$ cat config.mk
export PLATFORM = sky130hd
export DESIGN_NAME = eprom_prog_ctrl_flat
export DESIGN_NICKNAME = d
export VERILOG_FILES = /design/src/rtl/eprom_prog_ctrl_if.sv /design/src/rtl/eprom_prog_ctrl.sv /design/src/flat_wrapper.sv
export SDC_FILE = /design/constraint.sdc
export NUM_CORES = 1
export LEC_CHECK = 0
export CORE_AREA = 2 2 98 100
export DETAILED_ROUTE_END_ITERATION = 10
export DIE_AREA = 0 0 100 102
export HOLD_SLACK_MARGIN = 0.08
export PLACE_DENSITY = 0.66
export SYNTH_ARGS = -nofsm -noshare
export SYNTH_HDL_FRONTEND = slang
export SYNTH_SLANG_ARGS = --single-unit
$ cat constraint.sdc
create_clock -name clk -period 2.1 [get_ports clk]
set_input_delay 0.42 -clock clk [delete_from_list [all_inputs] [get_ports clk]]
set_output_delay 0.42 -clock clk [all_outputs]
set_load 0.005 [all_outputs]
$ cat src/rtl/eprom_prog_ctrl_if.sv
// Host-side command and response channels of the EPROM program controller.
// The host drives the command channel and accepts the response channel.
interface eprom_prog_ctrl_if;
  logic        cmd_valid;
  logic        cmd_ready;
  logic [1:0]  cmd_op;
  logic [3:0]  cmd_addr;
  logic [15:0] cmd_wdata;
  logic        rsp_valid;
  logic        rsp_ready;
  logic [15:0] rsp_data;
  logic        rsp_err;
  logic [3:0]  rsp_tries;

  modport master (
    output cmd_valid, cmd_op, cmd_addr, cmd_wdata, rsp_ready,
    input  cmd_ready, rsp_valid, rsp_data, rsp_err, rsp_tries
  );

  modport slave (
    input  cmd_valid, cmd_op, cmd_addr, cmd_wdata, rsp_ready,
    output cmd_ready, rsp_valid, rsp_data, rsp_err, rsp_tries
  );
endinterface

$ cat src/rtl/eprom_prog_ctrl.sv
// EPROM command sequencer: turns host READ/WRITE/ERASE commands into timed
// EPROM port activity (program pulses with verify/retry, erase + blank check).
//
// state  | meaning
// IDLE   | waiting for a host command, cmd_ready high
// READ   | one cycle presenting the address, data captured at its end
// PROG   | program pulse, mem_we held for PULSE_CYCLES cycles
// VERIFY | one cycle read-back compare against the write data
// ERASE  | erase pulse, mem_erase held for ERASE_CYCLES cycles
// BLANK  | scan all 16 words, counting non-zero ones
// RESP   | response presented until the host accepts it
module eprom_prog_ctrl #(
  parameter int PULSE_CYCLES = 4,
  parameter int MAX_TRIES    = 3,
  parameter int ERASE_CYCLES = 8
) (
  input  logic                 clk,
  input  logic                 rst,
  eprom_prog_ctrl_if.slave     bus,
  output logic [3:0]           mem_addr,
  output logic                 mem_we,
  output logic [15:0]          mem_wdata,
  output logic                 mem_erase,
  input  logic [15:0]          mem_rdata
);

  typedef enum logic [2:0] {
    S_IDLE, S_READ, S_PROG, S_VERIFY, S_ERASE, S_BLANK, S_RESP
  } state_t;

  localparam logic [3:0] PULSE_LOAD = 4'(PULSE_CYCLES - 1);
  localparam logic [3:0] TRIES_MAX  = 4'(MAX_TRIES);
  localparam logic [7:0] ERASE_LOAD = 8'(ERASE_CYCLES - 1);

  state_t      state, state_nxt;
  logic [3:0]  addr_q;
  logic [3:0]  tries_q;
  logic [3:0]  pulse_cnt;
  logic [7:0]  erase_cnt;
  logic [4:0]  blank_cnt;
  logic [4:0]  blank_sum;
  logic        verify_ok;
  logic [15:0] rsp_data_q;
  logic        rsp_err_q;

  assign bus.cmd_ready = (state == S_IDLE);
  assign bus.rsp_valid = (state == S_RESP);
  assign bus.rsp_data  = rsp_data_q;
  assign bus.rsp_err   = rsp_err_q;
  assign bus.rsp_tries = tries_q;

  // State register.
  always_ff @(posedge clk) begin
    if (rst) state <= S_IDLE;
    else     state <= state_nxt;
  end

  // Next-state decode plus the read-back compare and blank-count adder.
  always_comb begin
    state_nxt = state;
    verify_ok = (mem_rdata == mem_wdata);
    blank_sum = blank_cnt + {4'd0, |mem_rdata};
    case (state)
      S_IDLE: begin
        if (bus.cmd_valid) begin
          case (bus.cmd_op)
            2'b00:   state_nxt = S_READ;
            2'b01:   state_nxt = S_PROG;
            2'b10:   state_nxt = S_ERASE;
            default: state_nxt = S_RESP;
          endcase
        end
      end
      S_READ:   state_nxt = S_RESP;
      S_PROG:   if (pulse_cnt == 4'd0) state_nxt = S_VERIFY;
      S_VERIFY: begin
        if (verify_ok)                state_nxt = S_RESP;
        else if (tries_q < TRIES_MAX) state_nxt = S_PROG;
        else                          state_nxt = S_RESP;
      end
      S_ERASE:  if (erase_cnt == 8'd0) state_nxt = S_BLANK;
      S_BLANK:  if (mem_addr == 4'hF) state_nxt = S_RESP;
      S_RESP:   if (bus.rsp_ready) state_nxt = S_IDLE;
      default:  state_nxt = S_IDLE;
    endcase
  end

  // Datapath: command latch, pulse timers, scan counter, response capture.
  // mem_we/mem_erase follow the next state so they are registered and
  // mutually exclusive by construction.
  always_ff @(posedge clk) begin
    if (rst) begin
      addr_q     <= 4'd0;
      tries_q    <= 4'd0;
      pulse_cnt  <= 4'd0;
      erase_cnt  <= 8'd0;
      blank_cnt  <= 5'd0;
      rsp_data_q <= 16'd0;
      rsp_err_q  <= 1'b0;
      mem_addr   <= 4'd0;
      mem_wdata  <= 16'd0;
      mem_we     <= 1'b0;
      mem_erase  <= 1'b0;
    end else begin
      mem_we    <= (state_nxt == S_PROG);
      mem_erase <= (state_nxt == S_ERASE);
      case (state)
        S_IDLE: begin
          if (bus.cmd_valid) begin
            addr_q   <= bus.cmd_addr;
            mem_addr <= bus.cmd_addr;
            tries_q  <= 4'd0;
            case (bus.cmd_op)
              2'b01: begin
                mem_wdata <= bus.cmd_wdata;
                tries_q   <= 4'd1;
                pulse_cnt <= PULSE_LOAD;
              end
              2'b10: erase_cnt <= ERASE_LOAD;
              2'b11: begin
                rsp_data_q <= 16'd0;
                rsp_err_q  <= 1'b1;
              end
              default: ;
            endcase
          end
        end
        S_READ: begin
          rsp_data_q <= mem_rdata;
          rsp_err_q  <= 1'b0;
        end
        S_PROG: begin
          if (pulse_cnt != 4'd0) pulse_cnt <= pulse_cnt - 4'd1;
        end
        S_VERIFY: begin
          if (state_nxt == S_PROG) begin
            pulse_cnt <= PULSE_LOAD;
            if (tries_q != TRIES_MAX) tries_q <= tries_q + 4'd1;
          end else begin
            rsp_data_q <= mem_rdata;
            rsp_err_q  <= !verify_ok;
          end
        end
        S_ERASE: begin
          if (erase_cnt != 8'd0) begin
            erase_cnt <= erase_cnt - 8'd1;
          end else begin
            mem_addr  <= 4'd0;
            blank_cnt <= 5'd0;
          end
        end
        S_BLANK: begin
          if (mem_addr == 4'hF) begin
            rsp_data_q <= {11'd0, blank_sum};
            rsp_err_q  <= (blank_sum != 5'd0);
            mem_addr   <= addr_q;
          end else begin
            blank_cnt <= blank_sum;
            mem_addr  <= mem_addr + 4'd1;
          end
        end
        default: ;
      endcase
    end
  end

endmodule
$ cat src/flat_wrapper.sv
// flat-port wrapper written by rule: the top's interface ports become plain ports
module eprom_prog_ctrl_flat 
#(
  parameter int PULSE_CYCLES = 4,
  parameter int MAX_TRIES    = 3,
  parameter int ERASE_CYCLES = 8
)
  (clk, rst, mem_addr, mem_we, mem_wdata, mem_erase, mem_rdata, bus_cmd_valid, bus_cmd_op, bus_cmd_addr, bus_cmd_wdata, bus_rsp_ready, bus_cmd_ready, bus_rsp_valid, bus_rsp_data, bus_rsp_err, bus_rsp_tries);
  eprom_prog_ctrl_if bus_i ();
  input  logic clk;
  input  logic rst;
  output logic [3:0] mem_addr;
  output logic mem_we;
  output logic [15:0] mem_wdata;
  output logic mem_erase;
  input  logic [15:0] mem_rdata;
  input wire logic [$bits(bus_i.cmd_valid)-1:0] bus_cmd_valid;
  input wire logic [$bits(bus_i.cmd_op)-1:0] bus_cmd_op;
  input wire logic [$bits(bus_i.cmd_addr)-1:0] bus_cmd_addr;
  input wire logic [$bits(bus_i.cmd_wdata)-1:0] bus_cmd_wdata;
  input wire logic [$bits(bus_i.rsp_ready)-1:0] bus_rsp_ready;
  output wire logic [$bits(bus_i.cmd_ready)-1:0] bus_cmd_ready;
  output wire logic [$bits(bus_i.rsp_valid)-1:0] bus_rsp_valid;
  output wire logic [$bits(bus_i.rsp_data)-1:0] bus_rsp_data;
  output wire logic [$bits(bus_i.rsp_err)-1:0] bus_rsp_err;
  output wire logic [$bits(bus_i.rsp_tries)-1:0] bus_rsp_tries;
  assign bus_i.cmd_valid = bus_cmd_valid;
  assign bus_i.cmd_op = bus_cmd_op;
  assign bus_i.cmd_addr = bus_cmd_addr;
  assign bus_i.cmd_wdata = bus_cmd_wdata;
  assign bus_i.rsp_ready = bus_rsp_ready;
  assign bus_cmd_ready = bus_i.cmd_ready;
  assign bus_rsp_valid = bus_i.rsp_valid;
  assign bus_rsp_data = bus_i.rsp_data;
  assign bus_rsp_err = bus_i.rsp_err;
  assign bus_rsp_tries = bus_i.rsp_tries;
  eprom_prog_ctrl #(.PULSE_CYCLES(PULSE_CYCLES), .MAX_TRIES(MAX_TRIES), .ERASE_CYCLES(ERASE_CYCLES)) u_core (.clk(clk), .rst(rst), .bus(bus_i), .mem_addr(mem_addr), .mem_we(mem_we), .mem_wdata(mem_wdata), .mem_erase(mem_erase), .mem_rdata(mem_rdata));
endmodule
# Word level (Yosys, flattened, before mapping)
# Index checks and enable logic that the tools add are counted.
# Widths: inputs -> output; s select.
dict set report totals {
  ff_bits 67
  inputBits 42
}
dict set report classes {
  add_sub_neg 5
  order_cmp 1
  n_eq_ne 26
  muxes 40
  n_reduce_logical 23
}
# op n
set ops {}
lappend ops {{$mux 16} 4}
lappend ops {{$pmux 16 s4} 1}
lappend ops {{$mux 4} 10}
lappend ops {{$mux 8} 3}
lappend ops {{$pmux 4 s3} 2}
lappend ops {{$mux 3} 7}
lappend ops {{$pmux 3 s7} 1}
lappend ops {{$eq 16x16->1} 1}
lappend ops {{$ne 2x1->1 const B} 8}
lappend ops {{$pmux 8 s2} 1}
lappend ops {{$reduce_or 16->1} 1}
lappend ops {{$eq 3x3->1 const B} 4}
lappend ops {{$mux 5} 2}
lappend ops {{$pmux 5 s2} 1}
lappend ops {{$reduce_and 5->1} 2}
lappend ops {{$eq 3x2->1 const B} 3}
lappend ops {{$pmux 3 s3} 1}
lappend ops {{$reduce_and 3->1} 3}
lappend ops {{$add 4x1->4 const B} 2}
lappend ops {{$logic_not 8->1} 1}
lappend ops {{$ne 2x2->1 const B} 4}
lappend ops {{$pmux 4 s2} 1}
lappend ops {{$reduce_and 4->1} 2}
lappend ops {{$reduce_bool 4->1} 2}
lappend ops {{other kinds (20)} 28}

# Longest topological paths before layout
dict set report depth {
  ltp_word 7
  mapped_depth 9
  ltp_nobuf 9
}

# Least setup slack after synthesis
# No wires, ideal clock.
dict set report synth_path {
  path_kind {register -> register}
  from {reg u_core.mem_addr[0]}
  to {reg u_core.pulse_cnt[2]}
  setup_ps 122
  arrival_ps 1891
  slack_ps 87
  stages_incl_launch_ff 7
  path_buffers 0
  period_less_slack_ps 2013
  cell_sequence {dfxtp_1 -> ha_1 -> nand3_2 -> or3_1 -> a211oi_2 -> o211ai_1 -> a311o_1}
}
dict set report synth_via {
  elab_chain_cells 6
}
# item line_no
set synth_rtl {}
lappend synth_rtl {{start, declared} eprom_prog_ctrl.sv:20} ;# output logic [3:0] mem_addr,
lappend synth_rtl {{start signal, assigned} eprom_prog_ctrl.sv:111} ;# mem_addr <= bus.cmd_addr;
lappend synth_rtl {{start signal, assigned} eprom_prog_ctrl.sv:156} ;# mem_addr <= addr_q;
lappend synth_rtl {{start signal, assigned} eprom_prog_ctrl.sv:159} ;# mem_addr <= mem_addr + 4'd1;
lappend synth_rtl {{$eq 4x4->1} eprom_prog_ctrl.sv:82} ;# S_BLANK: if (mem_addr == 4'hF) state_nxt = S_RESP;
lappend synth_rtl {{$mux 3} eprom_prog_ctrl.sv:82}
lappend synth_rtl {{$pmux 3 s7} eprom_prog_ctrl.sv:63} ;# case (state)
lappend synth_rtl {{$eq 3x2->1} eprom_prog_ctrl.sv:136} ;# if (state_nxt == S_PROG) begin
lappend synth_rtl {{$ne 2x1->1 (no source line)} -}
lappend synth_rtl {{$reduce_and 5->1 (no source line)} -}
lappend synth_rtl {{end signal, assigned} eprom_prog_ctrl.sv:133} ;# if (pulse_cnt != 4'd0) pulse_cnt <= pulse_cnt - 4'd1;
lappend synth_rtl {{end, declared} eprom_prog_ctrl.sv:38} ;# logic [3:0] pulse_cnt;
# Every way passes these cells.
# A chain may end at the register's enable or synchronous reset.

# Final worst setup path
dict set report layout_path {
  from {reg u_core.state[1]}
  to {out bus_rsp_valid}
}
dict set report layout_via {
  elab_chain_cells 1
}
# item line_no
set layout_rtl {}
lappend layout_rtl {{start, declared} eprom_prog_ctrl.sv:35} ;# state_t state, state_nxt;
lappend layout_rtl {{start signal, assigned} eprom_prog_ctrl.sv:55} ;# else state <= state_nxt;
lappend layout_rtl {{$eq 3x3->1} eprom_prog_ctrl.sv:47} ;# assign bus.rsp_valid = (state == S_RESP);
lappend layout_rtl {{end, declared} flat_wrapper.sv:23} ;# output wire logic [$bits(bus_i.rsp_valid)-1:0] bus_rsp_valid;
# Every way passes these cells.

==> key figures <==
Placed design
  • Buffers on Ports: 86
  • Global placer's final weighted congestion: 0.9282
  • DP Cell Count: about 670
  • Pre-CTS WS: -594.6 ps
  • Hpwl dp: 8101 um

Setup path
  • Reg2Reg Depth: 7
  • Crit path launch type: register
  • Crit path from: u_core.state[1]$_SDFF_PP0_
  • Critical Setup Path Class: register to primary output
  • CP Capture Type: primary output
  • Worst Path Max Fanout: 10
  • Reg-to-Reg End: u_core.pulse_cnt[1]$_SDFFE_PP0P_
  • R2r setup slk: 90 ps
  • CP arrival: 1640 ps
  • Reg2reg start: u_core.mem_addr[1]$_SDFFE_PP0P_
  • Crit path required time: roughly 1700 ps

Synth
  • Async SR Flop Fraction: 0
  • Sequential area share after synthesis: 0.3752
  • Distinct cell type count after synthesis: 71
  • Post-Syn Nets: 468
  • Mapped cell area: 3575 um^2
  • Top FF cell, synth: dfxtp_1
  • Cells after synthesis: 419
  • Synth warn: 0
  • EDFF count, synth: 0
  • Syn Area/Cell: around 8.5 um^2
  • Yosys reg bits: 67

Clock tree
  • Clk Latency, worst-skew pair: 350 ps
  • CTS Root Cell: clkbuf_8
  • Inserted Clock Buffers: 9
  • H-tree Lvls: 3
  • Cts hold-fix bufs: 0
  • Worst-path clk slew: 70 ps
  • Clock sink count: 67
  • TritonCTS clock tree: yes
  • Maximum clock path buffer count: 2

Status
  • Status: finished, final reports clean

Timing
  • Final hold violations: 0
  • Slew at the pin closest to its max-slew limit: 484.1 ps
  • Setup WS post-layout: 36.44 ps
  • Min cycle time layout: just over 2000 ps
  • Slew HR: 0.6748
  • Max-slew violations: 0
  • Final period utilization: 0.9826
  • Hold Slack: around 460 ps
  • Highest clock rate: 484.6 MHz
  • Final setup vio count: 0
  • Worst Skew: 9.133 ps

Worst hold path
  • Hold depth: 2
  • Hold path startpoint: u_core.addr_q[0]$_SDFFE_PP0P_
  • Endpoint, Worst Hold: u_core.addr_q[0]$_SDFFE_PP0P_
  • HP Class: register to register

Power
  • Power Internal: 3760 uW
  • Flop pwr share: 0.297
  • Clock share of power: 0.201
  • NetSw: between 2000 and 2500 uW
  • Leak Pwr: 0.002220 uW
  • Power Total: 5965 uW
  • Combinational power share: 0.502
  • Power density over the cells: 1096 nW/um^2
  • Max VDD drop: about 0.43 mV
  • Sw Ratio: 0.3696

Finish
  • Most common cell after layout, fill and taps aside: nand2_1
  • Area grow syn2layout: 52.29%
  • Most frequent cells in the layout: nand2_1, buf_4, clkdlybuf4s50_1, dfxtp_1, a21oi_1
  • Ant diodes: 0
  • Final-stage net count: 624
  • Fin cells: 690
  • Layout cells sized above 1: 0.2435

Global routing
  • First-pass GRT wire length: about 17000 um
  • GRT Util Overall: 0.2098
  • Vias in the first global route: 3523
  • Largest net degree at the start of global routing: 30
  • Overflow left after global routing: 0
  • Initial antenna violation count: 0

Die
  • Die extent in x: around 100 um
  • Die height: 102 um
  • Rows: 35
  • Starting Density: 0.3924
  • Top Ports: 87
  • Die Area: 10200 um^2
  • Core area: 9109 um^2

Routing
  • DRT Wirelength: 10650 um
  • Post-DR vias/cell: 5.291
  • Final ANT Viol Nets: 0
  • Detailed Route Iter0 Violations: 151
  • WL/cell: ~15 um
  • Via count: 3651
  • Drt drc: 0
  • Detailed Routing Iterations Pass 1: 4

Run
  • Max_cap viols: 0
-- worst max-delay path by stage --
| stage | to | slack (ps) | cells after the start |
|---|---|---|---|
| 3_3_place_gp | u_core.bus.rsp_err$_SDFFE_PP0P_ | -500 | 10 |
| 5_1_grt | u_core.pulse_cnt[2]$_SDFFE_PP0P_ | -10 | 8 |
| 3_5_place_dp | u_core.bus.rsp_err$_SDFFE_PP0P_ | -590 | 10 |
| 4_1_cts | u_core.bus.rsp_err$_SDFFE_PP0P_ | -70 | 10 |
| 2_1_floorplan | u_core.pulse_cnt[2]$_SDFFE_PP0P_ | 90 | 6 |
| 6_report | bus_rsp_valid | 40 | 4 |
-- cells in the mapped netlist (7+ instances only) --
cell type | instances | share of area
a21oi_1 | 35 | 0.049
clkbuf_1 | 12 | 0.013
dfxtp_1 | 67 | 0.38
ha_1 | 7 | 0.025
inv_1 | 11 | 0.012
mux2i_1 | 18 | 0.050
nand2_1 | 79 | 0.083
nand3_1 | 16 | 0.022
nor2_1 | 28 | 0.029
nor3_1 | 9 | 0.013
nor4_1 | 8 | 0.014
o21ai_0 | 8 | 0.011
xnor2_1 | 7 | 0.017
xor2_1 | 18 | 0.044
-- registers in the layout (all words and copies together), names as in the netlist, 3 cells and up --
signal	flops
u_core.mem_wdata	16
u_core.erase_cnt	8
u_core.bus.rsp_tries	4
u_core.addr_q	4
u_core.mem_addr	4
u_core.bus.rsp_data	16
u_core.pulse_cnt	4
u_core.blank_cnt	5
u_core.state	3
-- layout make-up --
class	count	area, um^2
multi-input cells	320	2193
clock inverters	6	90.09
repair buffers	166	1504
fillers	802	3665
flip-flops and latches	67	1353
well taps	111	138.9
inverters	11	41.29
clock buffers	9	123.9
-- layer usage --
metal  share of wire  track usage  vias to the layer above
met5               0            0                        -
met4           0.026      0.08957                        0
met3           0.036      0.02668                       25
met2            0.47       0.3415                       99
met1            0.47       0.2825                     1714
li1                -            -                     1813
-- worst max-delay path: stages, from the launching register on --
cell	delay (ps)
dfxtp_4	380
buf_12	140
nor2b_4	150
and2_1	130
clkdlybuf4s50_1	490
-- metrics by stage --
step | area (um^2) | TNS, ps | util
final | 5444 | 0 | 0.5977
after global routing | 5444 | -19.54 | 0.5977
after CTS | 5289 | -69.06 | 0.5806
after detailed placement | 5029 | -11090 | 0.5521
after global placement | 5029 | -9637 | 0.5521
after floorplan | 3575 | 0 | -
-- cells by family (layout without fill, tap and decap cells) --
family,Yosys count,in the layout,share of synthesized area
simple gates,176,176,0.2569
compound gates,93,93,0.1838
flops,67,67,0.3752
buf+inv,32,192,0.04480
xor+xnor,25,25,0.06125
mux,19,19,0.05355
fa+ha+maj,7,7,0.02450
-- power by group through the flow --
stage | combinational [uW] | sequential [uW] | clock [uW]
floorplan | 1690 | 1740 | 0
global placement | 2800 | 1760 | 0
detailed placement | 2850 | 1770 | 0
CTS | 2870 | 1750 | 1210
global route | 3290 | 1800 | 1260
finish | 3000 | 1770 | 1200
-- what timing repair did --
item	in CTS	in global routing
endpoints found under the setup margin	21	24
pin swaps	12	16
setup buffers	0	7
gates resized for setup	19	37
Power figures use the tool's default switching activity.
